===== src/rtl/rx_phase_slicer_pkg.sv =====
// ---------------------------------------------------------------------------
// rx_phase_slicer_pkg
//   Shared definitions for the receive phase slicer: default widths, FSM
//   state type and the bit/sign convention used by the slicer.
// ---------------------------------------------------------------------------
package rx_phase_slicer_pkg;

  localparam int unsigned DEF_NB_INPUT    = 13;
  localparam int unsigned DEF_OVER_SAMP   = 8;
  localparam int unsigned DEF_NB_COUNT    = 3;
  localparam int unsigned DEF_NB_ENERGY   = 24;
  localparam int unsigned DEF_WINDOW_LOG2 = 10;

  // A recovered '1' corresponds to a negative sample (BPSK mapping of the TX side).
  localparam bit BIT_ONE_IS_NEG = 1'b1;

  typedef enum logic {
    S_ACQ   = 1'b0,
    S_TRACK = 1'b1
  } state_t;

endpackage


===== src/rtl/rx_phase_slicer_argmax.sv =====
// ---------------------------------------------------------------------------
// phase_argmax
//   Combinational selection of the largest per-phase energy.
//   Ties resolve to the lowest phase index.
//   i_acc : OVER_SAMP packed energies, phase 0 in the least significant slot
//   o_idx : index of the (first) maximum
// ---------------------------------------------------------------------------
module phase_argmax
  import rx_phase_slicer_pkg::*;
#(
  parameter int unsigned OVER_SAMP = DEF_OVER_SAMP,
  parameter int unsigned NB_COUNT  = DEF_NB_COUNT,
  parameter int unsigned NB_ENERGY = DEF_NB_ENERGY
) (
  input  logic [OVER_SAMP*NB_ENERGY-1:0] i_acc,
  output logic [NB_COUNT-1:0]            o_idx
);

  logic [NB_ENERGY-1:0] w_best_val;
  logic [NB_COUNT-1:0]  w_best_idx;

  // Strict '>' keeps the earlier (lower) index when values are equal.
  always_comb begin
    w_best_val = i_acc[NB_ENERGY-1:0];
    w_best_idx = '0;
    for (int unsigned i = 1; i < OVER_SAMP; i++) begin
      if (i_acc[i*NB_ENERGY +: NB_ENERGY] > w_best_val) begin
        w_best_val = i_acc[i*NB_ENERGY +: NB_ENERGY];
        w_best_idx = NB_COUNT'(i);
      end
    end
  end

  assign o_idx = w_best_idx;

endmodule


===== src/rtl/rx_phase_slicer.sv =====
// ---------------------------------------------------------------------------
// rx_phase_slicer
//   Receive counterpart of the polyphase BPSK TX FIR. Accumulates |sample|
//   per oversampling phase over a window of 2**WINDOW_LOG2 symbols, picks the
//   strongest phase at each window end, then decimates to one sample per
//   symbol and slices its sign into a bit.
//   clk       : system clock, rising edge
//   i_rst_n   : asynchronous reset, active low
//   i_enable  : block enable, all state holds when low
//   i_valid   : i_data carries a sample
//   i_data    : signed sample
//   o_bit     : recovered bit (1 = negative sample)
//   o_valid   : one-cycle strobe, o_bit is new
//   o_phase   : selected sampling phase
//   o_lock    : high once the first window has completed
// ---------------------------------------------------------------------------
module rx_phase_slicer
  import rx_phase_slicer_pkg::*;
#(
  parameter int unsigned NB_INPUT    = DEF_NB_INPUT,
  parameter int unsigned OVER_SAMP   = DEF_OVER_SAMP,
  parameter int unsigned NB_COUNT    = DEF_NB_COUNT,
  parameter int unsigned NB_ENERGY   = DEF_NB_ENERGY,
  parameter int unsigned WINDOW_LOG2 = DEF_WINDOW_LOG2
) (
  input  logic                clk,
  input  logic                i_rst_n,
  input  logic                i_enable,
  input  logic                i_valid,
  input  logic [NB_INPUT-1:0] i_data,
  output logic                o_bit,
  output logic                o_valid,
  output logic [NB_COUNT-1:0] o_phase,
  output logic                o_lock
);

  localparam logic [NB_COUNT-1:0] LAST_PHASE = NB_COUNT'(OVER_SAMP - 1);
  localparam int unsigned         NB_SUM     = NB_ENERGY + 1;

  state_t                         r_state;
  state_t                         w_state_next;
  logic [NB_COUNT-1:0]            r_phase_cnt;
  logic [WINDOW_LOG2-1:0]         r_sym_cnt;
  logic [NB_COUNT-1:0]            r_phase;
  logic                           r_bit;
  logic                           r_valid;

  logic                           w_s;
  logic                           w_win_end;
  logic                           w_decide;
  logic                           w_slice;
  logic [NB_INPUT-1:0]            w_mag_full;
  logic [NB_INPUT-2:0]            w_abs;
  logic [OVER_SAMP*NB_ENERGY-1:0] w_acc_post;
  logic [NB_COUNT-1:0]            w_best;

  assign w_s       = i_enable & i_valid;
  assign w_win_end = w_s && (r_phase_cnt == LAST_PHASE) && (r_sym_cnt == '1);

  always_comb begin
    w_mag_full = i_data;
    if (i_data[NB_INPUT-1]) begin
      w_mag_full = ~i_data + NB_INPUT'(1);
    end
  end

  // Only the most negative input negates to a value with the top bit set; clamp it.
  assign w_abs   = w_mag_full[NB_INPUT-1] ? '1 : w_mag_full[NB_INPUT-2:0];
  assign w_slice = BIT_ONE_IS_NEG ? i_data[NB_INPUT-1] : ~i_data[NB_INPUT-1];

  // Per-phase saturating energy accumulators. w_acc_post carries the value
  // including the current sample so the window-end argmax sees the final add.
  for (genvar g = 0; g < OVER_SAMP; g++) begin : gen_acc
    logic [NB_ENERGY-1:0] r_acc;
    logic [NB_SUM-1:0]    w_sum;
    logic                 w_hit;

    assign w_hit = w_s && (r_phase_cnt == NB_COUNT'(g));
    assign w_sum = {1'b0, r_acc} + NB_SUM'(w_abs);
    assign w_acc_post[g*NB_ENERGY +: NB_ENERGY] =
      !w_hit ? r_acc : (w_sum[NB_ENERGY] ? '1 : w_sum[NB_ENERGY-1:0]);

    always_ff @(posedge clk or negedge i_rst_n) begin
      if (!i_rst_n) begin
        r_acc <= '0;
      end else if (w_win_end) begin
        r_acc <= '0;
      end else if (w_hit) begin
        r_acc <= w_acc_post[g*NB_ENERGY +: NB_ENERGY];
      end
    end
  end

  phase_argmax #(
    .OVER_SAMP (OVER_SAMP),
    .NB_COUNT  (NB_COUNT),
    .NB_ENERGY (NB_ENERGY)
  ) u_argmax (
    .i_acc (w_acc_post),
    .o_idx (w_best)
  );

  // Decision compares against the registered phase, so a window end that
  // coincides with a decision still uses the old phase; the new phase only
  // takes effect from the following symbol.
  always_comb begin
    w_state_next = r_state;
    w_decide     = 1'b0;
    if (r_state == S_ACQ) begin
      if (w_win_end) begin
        w_state_next = S_TRACK;
      end
    end else begin
      w_decide = w_s && (r_phase_cnt == r_phase);
    end
  end

  always_ff @(posedge clk or negedge i_rst_n) begin
    if (!i_rst_n) begin
      r_state     <= S_ACQ;
      r_phase_cnt <= '0;
      r_sym_cnt   <= '0;
      r_phase     <= '0;
      r_bit       <= 1'b0;
      r_valid     <= 1'b0;
    end else begin
      r_state <= w_state_next;
      r_valid <= w_decide;
      if (w_decide) begin
        r_bit <= w_slice;
      end
      if (w_s) begin
        r_phase_cnt <= (r_phase_cnt == LAST_PHASE) ? '0 : r_phase_cnt + NB_COUNT'(1);
        if (r_phase_cnt == LAST_PHASE) begin
          r_sym_cnt <= r_sym_cnt + WINDOW_LOG2'(1);
        end
      end
      if (w_win_end) begin
        r_phase <= w_best;
      end
    end
  end

  assign o_bit   = r_bit;
  assign o_valid = r_valid;
  assign o_phase = r_phase;
  assign o_lock  = (r_state == S_TRACK);

endmodule


===== config.mk =====
export PLATFORM = sky130hd
export DESIGN_NAME = rx_phase_slicer
export DESIGN_NICKNAME = d
export VERILOG_FILES = /design/src/rtl/rx_phase_slicer_pkg.sv /design/src/rtl/rx_phase_slicer_argmax.sv /design/src/rtl/rx_phase_slicer.sv
export SDC_FILE = /design/constraint.sdc
export NUM_CORES = 1
export LEC_CHECK = 0
export ABC_CLOCK_PERIOD_IN_PS = 39000
export BUFFER_PORTS_ARGS = -buffer_cell sky130_fd_sc_hd__buf_2
export CORE_UTILIZATION = 25
export DETAILED_ROUTE_END_ITERATION = 7
export HOLD_SLACK_MARGIN = 0.05
export SETUP_SLACK_MARGIN = 0.15
export SYNTH_ARGS = -nofsm -noshare
export SYNTH_HDL_FRONTEND = slang
export SYNTH_SLANG_ARGS = --single-unit

===== constraint.sdc =====
create_clock -name clk -period 39 [get_ports clk]
set_input_delay 7.8 -clock clk [delete_from_list [all_inputs] [get_ports clk]]
set_output_delay 7.8 -clock clk [all_outputs]
set_load 0.01 [all_outputs]

==> qor.yml <==
status: "completed"
grt_pass1_vias: 17710
ys_warn_count: 0
boundaryPins: 23
worst_ep_required_time_ns: 39.43
ys.flop_type: "dfrtp_1"
peakVddDrop_uv: 28.23
cts.sinks: 211
post-synth-top-area-cell: "dfrtp_1"
pwr_density_cell_nw_per_um2: 64.25
overflow: 0
postCtsResizedCells: 0
netlist_top_cells_area: "dfrtp_1, ha_1, nor2_1"
slew_violations: 0
netlist-cell-type-count: 81
drive_above_1_share: 0.05380
syn_nets: 2853
seq_area_frac_synth: 0.2566
wl_per_cell_um: 16.96
grt_usage: 0.1454
die-area_um2: 83450
relSlewSlack: 0.2645
drt_wl_total_um: 61510
synth_edf_count: 0
cpMaxStageDelayCell: "a2bb2oi_4"
cts.clk_slew.worst_paths_ns: 0.06
core_area_um2: 80940
skew_ns: 0.01669
cap_violations: 0
crit_fanout: 39
power_leakage_nw: 11.11
cp.arrival_ns: 32.25
cts_inserted_buffers: 26
drc_errors: 0
dp_worst_setup_slack_ns: 6.884
nets: 2842
drtIter0Drc: 1260
grt_pass1_wl_um: 97280
start_kind: "input pin"
grt_max_degree: 87
fmax_mhz: 31.42
cts-htree-levels: 1
post-cts-setup-buffers: 0
fp.dieH_um: 288.9
tns_ns: 0
path_class: "in2reg"
port_buffers: 22
endpoint_kind: "flip-flop"
tritoncts: "built"
tightest_slew_ns: 1.098
synthCells: 2557
ctsHoldBuffers: 0
antenna_found_initial: 0
critical_path_buf_inv_count: 6
vias: 18470
timing.final.ws_setup_ns: 7.175
cp_common_cell: "o21ai_0"
async_flop_share: 1.000
place_congestion: 0.9068
first_pass_iters: 6
nFillCells: 8701
hold_viol_final: 0
critPathMaxStageDelay_ns: 0.80
start_util: 0.2542
clkLatencyLatePin_ns: 0.57
ctsLongestPathBuffers: 3
final.period_utilization: 0.8160
syn-cell-area_um2: 20580
post-route-min-period_ns: 31.83
ant_nets: 0
cts_root_buf: "clkbuf_16"
ys_seq_elements: 211
area_delta_synth_final_pct: 10.68
std_cell_rows: 104
critical-path-top-delay-family: "compound AO/OA/AOI/OAI gates"
rsz0062_at_grt: "false"
syn_area_per_cell_um2: 8.047
finalSetupViolCount: 0
viasPerCell: 5.093
synth_top_area_frac: 0.2566
hp-class: "reg2reg"
fp.dieW_um: 288.9
dpl.hpwl_um: 47070
Yosys cell counts (all sizes together) (21+ instances only):
cell type    n
a21o        62
a21oi      180
a31oi       39
and2        58
and3        54
clkbuf      69
dfrtp      211
ha         271
inv        184
mux2i       74
nand2      211
nand2b      31
nand3       71
nand4       66
nor2       316
nor2b       32
nor3        21
o21a        25
o21ai      117
o21bai      43
o22a        22
o22ai       75
o31ai       26
xnor2       93
xor2        38
worst reg2reg max path, delay by kind of cell, from the launching register on:
kind                       cells  cell delay, ns
muxes                          4            1.35
and+or+nand+nor               36            5.74
adders and majority gates      9            2.82
buffers and inverters          4            0.97
xor gates and xnor gates       1            0.20
DFF                            1            0.35
AOI/OAI and AO/OA             45           11.36
final timing paths:
check	start	slack (ns)	to	cells past startpoint
max in group asynchronous	i_rst_n	30.25	gen_acc[5].r_acc[13]	2
min in group asynchronous	i_rst_n	7.25	gen_acc[0].r_acc[11]	1
worst min-delay path	r_sym_cnt[3]	0.47	r_sym_cnt[3]	1
worst max-delay path	i_data[0]	7.17	o_phase[0]	106
worst min register to register	r_sym_cnt[3]	0.47	r_sym_cnt[3]	1
worst max register to register	gen_acc[0].r_acc[0]	16.08	o_phase[0]	99
state kept, by name, indices dropped and copies added, names as in the netlist:
signal and cells:
gen_acc.r_acc 192, r_sym_cnt 10, o_phase 3, r_phase_cnt 3, o_bit 1, o_lock 1
o_valid 1
cell families after synthesis:
logic type | after synthesis | synth area share
mux | 87 | 0.04348
compound gates | 665 | 0.2072
flops | 211 | 0.2566
simple gates | 912 | 0.2122
fa+ha+maj | 279 | 0.1726
buf+inv | 272 | 0.05211
xor+xnor | 131 | 0.05576
cells in the final DEF, fill, tap and decap left out, types with 12 or more instances in the layout:
master | synthesis | final
clkbuf_16 | 0 | 27
a211oi_1 | 14 | 14
mux2_2 | 12 | 12
nor2b_1 | 32 | 32
xnor2_1 | 93 | 93
nand3_1 | 71 | 71
mux2i_1 | 73 | 73
o211ai_1 | 12 | 12
and2_1 | 58 | 58
a21o_1 | 62 | 61
buf_4 | 4 | 27
nor2_1 | 315 | 314
ha_1 | 271 | 271
nand2b_1 | 31 | 31
o21ai_0 | 112 | 112
nand2_1 | 210 | 210
o21a_1 | 25 | 25
nand4_1 | 65 | 65
and3_1 | 54 | 54
inv_1 | 184 | 184
a21oi_1 | 178 | 178
o22a_1 | 22 | 22
xor2_1 | 38 | 38
nor3_1 | 20 | 20
a31oi_1 | 39 | 36
o22ai_1 | 74 | 74
dfrtp_1 | 211 | 211
o31ai_1 | 26 | 26
buf_2 | 9 | 21
and4_1 | 12 | 12
o21bai_1 | 43 | 43
metrics by stage:
stage                     total power (W)  hold slack [ns]  std cells  utilization  cell area (µm²)
after floorplan                 0.0009927           0.4378       2557            -            20580
after global placement           0.001190           0.4587       3578       0.2705            21900
after detailed placement         0.001198           0.4615       3578       0.2705            21900
after CTS                        0.001461           0.4723       3625       0.2813            22770
after global routing             0.001595           0.4877       3625       0.2813            22770
final                            0.001463           0.4680       3626       0.2814            22770
power by group:
group	leakage, nW	switching (W)	internal (W)	total, W
logic	7.96	0.000507	0.000380	0.000887
registers	2.71	0.0000452	0.000278	0.000323
clock network	0.437	0.000104	0.000149	0.000253
total	11.1	0.000656	0.000807	0.00146
layout make-up:
type	instances	area, µm²	share of cell area
multi-input cells	2074	14280	0.6269
well taps	1060	1326	0.05824
diodes	1	2.502	0.0001099
inverters	184	690.7	0.03033
repair buffers	49	322.8	0.01418
clock buffers	41	818.3	0.03593
clock inverters	6	55.05	0.002417
flip-flops and latches	211	5280	0.2319
per-layer routing:
| layer | global-route usage | vias up | routed length [µm] |
|---|---|---|---|
| met2 | 0.2334 | 442 | 27190 |
| met3 | 0.01732 | 110 | 3301 |
| li1 | - | 9134 | - |
| met4 | 0.04987 | 0 | 1976 |
| met5 | 0 | - | 0 |
| met1 | 0.2005 | 8782 | 29040 |
No activity file was read; power rests on OpenSTA's default activity.
